**src/rtl/multicycle_control_unit_pkg.sv**
```systemverilog
`default_nettype none
// +----------------------------------------------------------------------+
// | Module   : multicycle_control_unit_pkg                               |
// | Purpose  : Shared types and constants for the multicycle RV32I       |
// |            control unit: FSM state enum, opcode constants, ALUOp     |
// |            and ALUControl encodings, datapath mux-select values and  |
// |            the immediate-format decode helper.                       |
// | Revision : 1.0  initial release                                      |
// +----------------------------------------------------------------------+
package multicycle_control_unit_pkg;

   // Control FSM states
   typedef enum logic [3:0] {
      S_FETCH    = 4'd0,
      S_DECODE   = 4'd1,
      S_MEMADR   = 4'd2,
      S_MEMREAD  = 4'd3,
      S_MEMWB    = 4'd4,
      S_MEMWRITE = 4'd5,
      S_EXECR    = 4'd6,
      S_EXECI    = 4'd7,
      S_ALUWB    = 4'd8,
      S_JAL      = 4'd9,
      S_BRANCH   = 4'd10,
      S_TRAP     = 4'd11
   } state_t;

   // Supported opcodes
   localparam logic [6:0] OP_LW  = 7'b0000011;
   localparam logic [6:0] OP_SW  = 7'b0100011;
   localparam logic [6:0] OP_R   = 7'b0110011;
   localparam logic [6:0] OP_I   = 7'b0010011;
   localparam logic [6:0] OP_JAL = 7'b1101111;
   localparam logic [6:0] OP_BR  = 7'b1100011;

   // ALUOp: what the FSM asks of the ALU decoder
   typedef enum logic [1:0] {
      ALUOP_ADD   = 2'b00,
      ALUOP_SUB   = 2'b01,
      ALUOP_FUNCT = 2'b10
   } aluop_t;

   // ALUControl encodings shared with the single-cycle ALU
   localparam logic [2:0] ALU_ADD = 3'b000;
   localparam logic [2:0] ALU_SUB = 3'b001;
   localparam logic [2:0] ALU_AND = 3'b010;
   localparam logic [2:0] ALU_OR  = 3'b011;
   localparam logic [2:0] ALU_SLT = 3'b101;

   // ALU operand A select
   localparam logic [1:0] SRCA_PC    = 2'b00;
   localparam logic [1:0] SRCA_OLDPC = 2'b01;
   localparam logic [1:0] SRCA_RS1   = 2'b10;

   // ALU operand B select
   localparam logic [1:0] SRCB_RS2  = 2'b00;
   localparam logic [1:0] SRCB_IMM  = 2'b01;
   localparam logic [1:0] SRCB_FOUR = 2'b10;

   // Result mux select
   localparam logic [1:0] RES_ALUOUT    = 2'b00;
   localparam logic [1:0] RES_DATA      = 2'b01;
   localparam logic [1:0] RES_ALURESULT = 2'b10;

   // Immediate format from the opcode; independent of FSM state.
   function automatic logic [1:0] imm_src_of(input logic [6:0] op);
      logic [1:0] imm;
      case (op)
         OP_LW, OP_I: imm = 2'b00;
         OP_SW:       imm = 2'b01;
         OP_BR:       imm = 2'b10;
         OP_JAL:      imm = 2'b11;
         default:     imm = 2'b00;
      endcase
      return imm;
   endfunction

endpackage
`default_nettype wire

```
**src/rtl/multicycle_control_unit_alu_decoder.sv**
```systemverilog
`default_nettype none
// +----------------------------------------------------------------------+
// | Module   : alu_decoder                                               |
// | Purpose  : Combinational ALUOp/funct decode to ALUControl, same      |
// |            encoding as the single-cycle core.                        |
// | Ports    : aluop      in  2  request from the control FSM            |
// |            funct3     in  3  instruction bits [14:12]                |
// |            funct7     in  1  instruction bit 30                      |
// |            op5        in  1  opcode bit 5 (R-type vs I-type)         |
// |            alucontrol out 3  ALU operation select                    |
// | Revision : 1.0  initial release                                      |
// +----------------------------------------------------------------------+
module alu_decoder
   import multicycle_control_unit_pkg::*;
(
   input  aluop_t     aluop,
   input  logic [2:0] funct3,
   input  logic       funct7,
   input  logic       op5,
   output logic [2:0] alucontrol
);

   always_comb begin
      alucontrol = ALU_ADD;
      case (aluop)
         ALUOP_ADD: alucontrol = ALU_ADD;
         ALUOP_SUB: alucontrol = ALU_SUB;
         ALUOP_FUNCT: begin
            case (funct3)
               // funct7 only means sub for register-register ops; addi
               // with bit 30 set is still an add.
               3'b000:  alucontrol = (op5 & funct7) ? ALU_SUB : ALU_ADD;
               3'b010:  alucontrol = ALU_SLT;
               3'b110:  alucontrol = ALU_OR;
               3'b111:  alucontrol = ALU_AND;
               default: alucontrol = ALU_ADD;
            endcase
         end
         default: alucontrol = ALU_ADD;
      endcase
   end

endmodule
`default_nettype wire

```
**src/rtl/multicycle_control_unit.sv**
```systemverilog
`default_nettype none
// +----------------------------------------------------------------------+
// | Module   : multicycle_control_unit                                   |
// | Purpose  : Control FSM for the multicycle RV32I core. Sequences      |
// |            fetch/decode/execute/memory/writeback over 3-5 cycles,    |
// |            stalls on the shared-memory ready handshake, traps on     |
// |            unsupported opcodes and counts retired instructions.      |
// | Params   : EN_BNE   1 = branch state also resolves bne               |
// |            MEM_WAIT 1 = MemReady gates FETCH/MEMREAD/MEMWRITE        |
// |            CNT_W    retired-instruction counter width                |
// | Ports    : clk, reset (async, active-high)                           |
// |            OP[6:0], funct3[2:0], funct7, Zero, MemReady  inputs      |
// |            PCWrite, IRWrite, RegWrite, MemWrite, AdrSrc  enables     |
// |            ResultSrc, ALUSrcA, ALUSrcB, ImmSrc [1:0]     selects     |
// |            ALUControl[2:0], Illegal, InstRet[CNT_W-1:0]              |
// | Revision : 1.0  initial release                                      |
// +----------------------------------------------------------------------+
module multicycle_control_unit
   import multicycle_control_unit_pkg::*;
#(
   parameter bit EN_BNE   = 1'b1,
   parameter bit MEM_WAIT = 1'b1,
   parameter int CNT_W    = 32
) (
   input  logic             clk,
   input  logic             reset,
   input  logic [6:0]       OP,
   input  logic [2:0]       funct3,
   input  logic             funct7,
   input  logic             Zero,
   input  logic             MemReady,
   output logic             PCWrite,
   output logic             IRWrite,
   output logic             RegWrite,
   output logic             MemWrite,
   output logic             AdrSrc,
   output logic [1:0]       ResultSrc,
   output logic [1:0]       ALUSrcA,
   output logic [1:0]       ALUSrcB,
   output logic [1:0]       ImmSrc,
   output logic [2:0]       ALUControl,
   output logic             Illegal,
   output logic [CNT_W-1:0] InstRet
);

   state_t           r_state;
   state_t           w_next;
   logic [CNT_W-1:0] r_instret;

   logic   w_ready;
   logic   w_taken;
   logic   w_retire;
   aluop_t w_aluop;
   logic   w_pcwrite;
   logic   w_irwrite;
   logic   w_regwrite;
   logic   w_memwrite;

   // With MEM_WAIT=0 the memory is assumed single-cycle.
   assign w_ready = MEM_WAIT ? MemReady : 1'b1;

   // beq always; bne only when enabled; other funct3 never taken.
   assign w_taken = ((funct3 == 3'b000) &  Zero) |
                    (EN_BNE & (funct3 == 3'b001) & ~Zero);

   // An instruction retires on the edge that leaves its last state.
   assign w_retire = (r_state == S_MEMWB)  ||
                     (r_state == S_ALUWB)  ||
                     (r_state == S_BRANCH) ||
                     ((r_state == S_MEMWRITE) && w_ready);

   // ------------------------------------------------------------------
   // State register and retired-instruction counter
   // ------------------------------------------------------------------
   always_ff @(posedge clk or posedge reset) begin
      if (reset) begin
         r_state <= S_FETCH;
      end else begin
         r_state <= w_next;
      end
   end

   always_ff @(posedge clk or posedge reset) begin
      if (reset) begin
         r_instret <= '0;
      end else if (w_retire) begin
         r_instret <= r_instret + CNT_W'(1);
      end
   end

   // ------------------------------------------------------------------
   // Next-state logic
   // ------------------------------------------------------------------
   always_comb begin
      w_next = r_state;
      case (r_state)
         S_FETCH:  w_next = w_ready ? S_DECODE : S_FETCH;
         S_DECODE: begin
            case (OP)
               OP_LW, OP_SW: w_next = S_MEMADR;
               OP_R:         w_next = S_EXECR;
               OP_I:         w_next = S_EXECI;
               OP_JAL:       w_next = S_JAL;
               OP_BR:        w_next = S_BRANCH;
               default:      w_next = S_TRAP;
            endcase
         end
         S_MEMADR:   w_next = (OP == OP_SW) ? S_MEMWRITE : S_MEMREAD;
         S_MEMREAD:  w_next = w_ready ? S_MEMWB : S_MEMREAD;
         S_MEMWB:    w_next = S_FETCH;
         S_MEMWRITE: w_next = w_ready ? S_FETCH : S_MEMWRITE;
         S_EXECR:    w_next = S_ALUWB;
         S_EXECI:    w_next = S_ALUWB;
         S_ALUWB:    w_next = S_FETCH;
         S_JAL:      w_next = S_ALUWB;
         S_BRANCH:   w_next = S_FETCH;
         S_TRAP:     w_next = S_TRAP;
         default:    w_next = S_FETCH;
      endcase
   end

   // ------------------------------------------------------------------
   // Output logic
   // ------------------------------------------------------------------
   always_comb begin
      w_pcwrite  = 1'b0;
      w_irwrite  = 1'b0;
      w_regwrite = 1'b0;
      w_memwrite = 1'b0;
      AdrSrc     = 1'b0;
      ResultSrc  = RES_ALUOUT;
      ALUSrcA    = SRCA_PC;
      ALUSrcB    = SRCB_RS2;
      w_aluop    = ALUOP_ADD;
      case (r_state)
         S_FETCH: begin
            // PC+4 is written back through the ALU result path while the
            // instruction word is captured from memory.
            ALUSrcB   = SRCB_FOUR;
            ResultSrc = RES_ALURESULT;
            w_irwrite = w_ready;
            w_pcwrite = w_ready;
         end
         S_DECODE: begin
            // Precompute the branch/jump target from the old PC.
            ALUSrcA = SRCA_OLDPC;
            ALUSrcB = SRCB_IMM;
         end
         S_MEMADR: begin
            ALUSrcA = SRCA_RS1;
            ALUSrcB = SRCB_IMM;
         end
         S_MEMREAD: begin
            AdrSrc = 1'b1;
         end
         S_MEMWB: begin
            ResultSrc  = RES_DATA;
            w_regwrite = 1'b1;
         end
         S_MEMWRITE: begin
            AdrSrc     = 1'b1;
            w_memwrite = 1'b1;
         end
         S_EXECR: begin
            ALUSrcA = SRCA_RS1;
            w_aluop = ALUOP_FUNCT;
         end
         S_EXECI: begin
            ALUSrcA = SRCA_RS1;
            ALUSrcB = SRCB_IMM;
            w_aluop = ALUOP_FUNCT;
         end
         S_ALUWB: begin
            w_regwrite = 1'b1;
         end
         S_JAL: begin
            // Jump to the target computed in DECODE; ALU forms OldPC+4
            // for the link register write in ALUWB.
            ALUSrcA   = SRCA_OLDPC;
            ALUSrcB   = SRCB_FOUR;
            w_pcwrite = 1'b1;
         end
         S_BRANCH: begin
            ALUSrcA   = SRCA_RS1;
            w_aluop   = ALUOP_SUB;
            w_pcwrite = w_taken;
         end
         default: begin
            // TRAP: everything idle.
         end
      endcase
   end

   alu_decoder u_alu_decoder (
      .aluop      (w_aluop),
      .funct3     (funct3),
      .funct7     (funct7),
      .op5        (OP[5]),
      .alucontrol (ALUControl)
   );

   // Reset forces the state to FETCH asynchronously; the write enables
   // are also masked so a ready memory cannot fire IRWrite mid-reset.
   assign PCWrite  = w_pcwrite  & ~reset;
   assign IRWrite  = w_irwrite  & ~reset;
   assign RegWrite = w_regwrite & ~reset;
   assign MemWrite = w_memwrite & ~reset;

   assign ImmSrc  = imm_src_of(OP);
   assign Illegal = (r_state == S_TRAP);
   assign InstRet = r_instret;

endmodule
`default_nettype wire

```
**config.mk**
```make
export PLATFORM = sky130hd
export DESIGN_NAME = multicycle_control_unit
export DESIGN_NICKNAME = d
export VERILOG_FILES = /design/src/rtl/multicycle_control_unit_pkg.sv /design/src/rtl/multicycle_control_unit_alu_decoder.sv /design/src/rtl/multicycle_control_unit.sv
export SDC_FILE = /design/constraint.sdc
export NUM_CORES = 1
export LEC_CHECK = 0
export BUFFER_PORTS_ARGS = -buffer_cell sky130_fd_sc_hd__buf_2
export CORE_ASPECT_RATIO = 1.5
export CORE_MARGIN = 2
export CORE_UTILIZATION = 51
export CTS_CLUSTER_DIAMETER = 40
export DETAILED_ROUTE_END_ITERATION = 10
export PLACE_DENSITY = 0.79
export SLEW_MARGIN = 15
export SYNTH_ARGS = -nofsm -noshare
export SYNTH_HDL_FRONTEND = slang
export SYNTH_SLANG_ARGS = --single-unit
```
**constraint.sdc**
```tcl
create_clock -name clk -period 2 [get_ports clk]
set_input_delay 0.2 -clock clk [delete_from_list [all_inputs] [get_ports clk]]
set_output_delay 0.2 -clock clk [all_outputs]
set_load 0.02 [all_outputs]
```
==> flow_summary.ini <==
[final_layout]
diodes = 0
syn2layout_area_growth_pct = 30.5
fin_util_pct = 69.4
final_area_um2 = 2750
layout_common_cells = buf_2, dfrtp_1, xnor2_1
n_fill_cell = 312
final_nets = 320
drive_gt1_share_pct = 34.0
final_common_cell = buf_2

[timing]
setup_violations = 0
min_period_ns = 1.97
max_slew.worst_pin.slew_ns = 0.579
timing.slew.headroom_pct = 61.0
rsz0062_at_grt = yes
fin_setup_tns_ns = 0
hold_violations = 0
fin_hold_ws_ns = 0.0894
max_freq_mhz = 507
clock_skew_ns = 0.00523
finalCritPeriodShare_pct = 98.7
drv_slew = 0

[yosys]
ys_top_cells_by_area = dfrtp_1, xnor2_1, nand2_1
synth_top_cell_area_share_pct = 42.8
synth_seq_area_share_pct = 42.8
synthDistinctLibCells = 40
synth-seq-cells = 36
syn_inst = 225
syn_area_per_cell_um2 = 9.36
synth_top_area_cell = dfrtp_1
synthesis.area_um2 = 2110
yosys_warnings = 0
synth_nets = 243

[run]
drv_cap = 0

[floorplanning]
rows = 28
fp.dieW_um = 56.5
die_height_um = 82.7
core_um2 = 3960
io_pins = 64
start_util_pct = 53.2
die_area_um2 = 4670

[routing]
routed_via_density = 5.73
num_vias = 1994
final_antenna_net_count = 0
remaining_drc_errors = 0
wire_per_inst_um = 15.4
drt-total-wl_um = 5350
drt_iter0_drc = 86
first_pass_iters = 4

[worst_setup_path]
cpMostUsedCell = nor2_1
crit_chain = nand2b_4 -> or2_4 -> inv_2 -> ha_4 -> nor3b_4 -> nor2_1 -> nor2_1 -> buf_4
critical_path.slowest_cell = dfrtp_1
crit_path_max_fanout = 4
crit_type = reg2out
r2r-start = r_state[3]
cp-startpoint = r_state[3]
cp_top_family = simple AND/OR/NAND/NOR gates
crit_required_ns = 1.80
path_buf_inv = 2
cp-start-kind = flip-flop
arrival_ns = 1.77
critPathCaptureType = primary output
worst_path_largest_cell_delay_ns = 0.42

[clocking]
cts_root_buffer = clkbuf_8
htree_levels = 2
tritoncts = yes
cts_buffers = 5
cts.clk_slew.worst_paths_ns = 0.07
clk_latency_ns = 0.28
clkSinkCount = 36
clockBufferDepth = 2

[placed_design]
place_area_um2 = 2520
place.gp.congestion = 0.864
io_buffers = 63
hpwl_um = 3820

[power_and_ir_drop]
ir_drop_mv = 0.989
p_leak_nw = 1.33
p_total_mw = 2.96
p_per_area_nw_per_um2 = 1080

[worst_hold_path]
hp-class = in2async

[global_route]
track_usage_pct = 23.2
antenna_found_initial = 0
grt_max_degree = 37
overflow = 0
grt_pass1_wl_um = 8600
grt_pass1_vias = 1961

[outcome]
outcome = complete, no violations
==> path summary, 6_finish.rpt <==
| check | endpoint | slack (ns) | cells after the start |
|---|---|---|---|
| setup / recovery | ALUControl[0] | 0.03 | 8 |
| hold / removal | InstRet[8] | 0.09 | 3 |
| setup reg to reg | InstRet[17] | 0.11 | 6 |
| hold reg to reg | InstRet[31] | 0.47 | 1 |
| max in group asynchronous | r_state[1] | 1.57 | 3 |
| min in group clk | r_state[1] | 0.34 | 4 |
==> cell usage after synthesis <==
cell,number
nand4_1,10
nand2b_1,4
a22oi_1,1
nor4_2,1
maj3_1,1
a311oi_1,1
inv_1,8
nor4_4,1
o32a_4,1
and4_1,4
and3_1,9
ha_1,3
nor3_1,10
nor4bb_1,1
a2111oi_0,1
nor2_1,16
nor3b_1,3
clkbuf_1,7
buf_2,2
a31oi_1,3
o21ai_0,3
a21oi_1,7
o21a_1,1
nor2b_1,4
nand3_1,15
or3_1,2
nand3b_1,1
nand2_1,22
xnor2_1,29
or4_1,1
and4b_1,1
nand4b_1,1
or2_2,2
a211oi_1,1
xor2_1,6
buf_1,1
nor4_1,3
dfrtp_1,36
and2_1,1
o32ai_4,1
==> timing repair <==
item                       CTS  global route
cloned                       0             0
hold buffers                 0             0
setup endpoints to repair    3             8
resized for setup           12             5
setup buffers                4             3
pin swaps                    0             1
==> cell families (layout without fill, tap and decap cells) <==
family	Yosys count	in the layout	share of synthesized area, %
compound gates	20	20	7.55
xor+xnor	35	35	14.6
fa+ha+maj	4	4	2.26
buf+inv	18	96	3.33
flops	36	36	42.8
simple gates	112	112	29.5
==> area by class of cell <==
cell class | count | area (µm²) | share of cell area (%)
clock buffers | 6 | 72.6 | 2.64
clock inverters | 2 | 35.0 | 1.27
inverters | 8 | 30.0 | 1.09
multi-input cells | 171 | 1200 | 43.8
flip-flops and latches | 36 | 902 | 32.8
well taps | 45 | 56.3 | 2.05
repair buffers | 80 | 448 | 16.3
==> through the flow <==
step           setup WS (ns)  instances
3_3_place_gp           0.103        333
6_report              0.0263        348
2_1_floorplan         0.0102        225
4_1_cts              0.00500        345
5_1_grt              -0.0496        348
3_5_place_dp          0.0565        333
==> state kept, by name (all words and copies together) (netlist names) <==
signal / flops
InstRet: 32
r_state: 4
==> power breakdown <==
part           switching, mW  leakage [nW]  total [mW]  internal [mW]
clock network          0.254        0.0552       0.624          0.370
registers              0.113         0.473       0.927          0.814
logic                  0.822         0.802        1.41          0.587
total                   1.19          1.33        2.96           1.77
==> worst min-delay path, cell delays in order <==
cell	delay, ns
buf_2	0.13
inv_1	0.07
buf_4	0.40
==> per-layer routing <==
metal  track usage [%]  routed length [µm]  vias to the layer above  part of all wire (%)
li1                  -                   -                      942                     -
met1              23.9                2020                      946                    38
met2              44.5                2940                       87                    55
met3              4.52                 244                       19                   4.6
met4              11.0                 145                        0                   2.7
met5                 0                   0                        -                     0
Note: power is estimated with default switching activity, not from simulation.
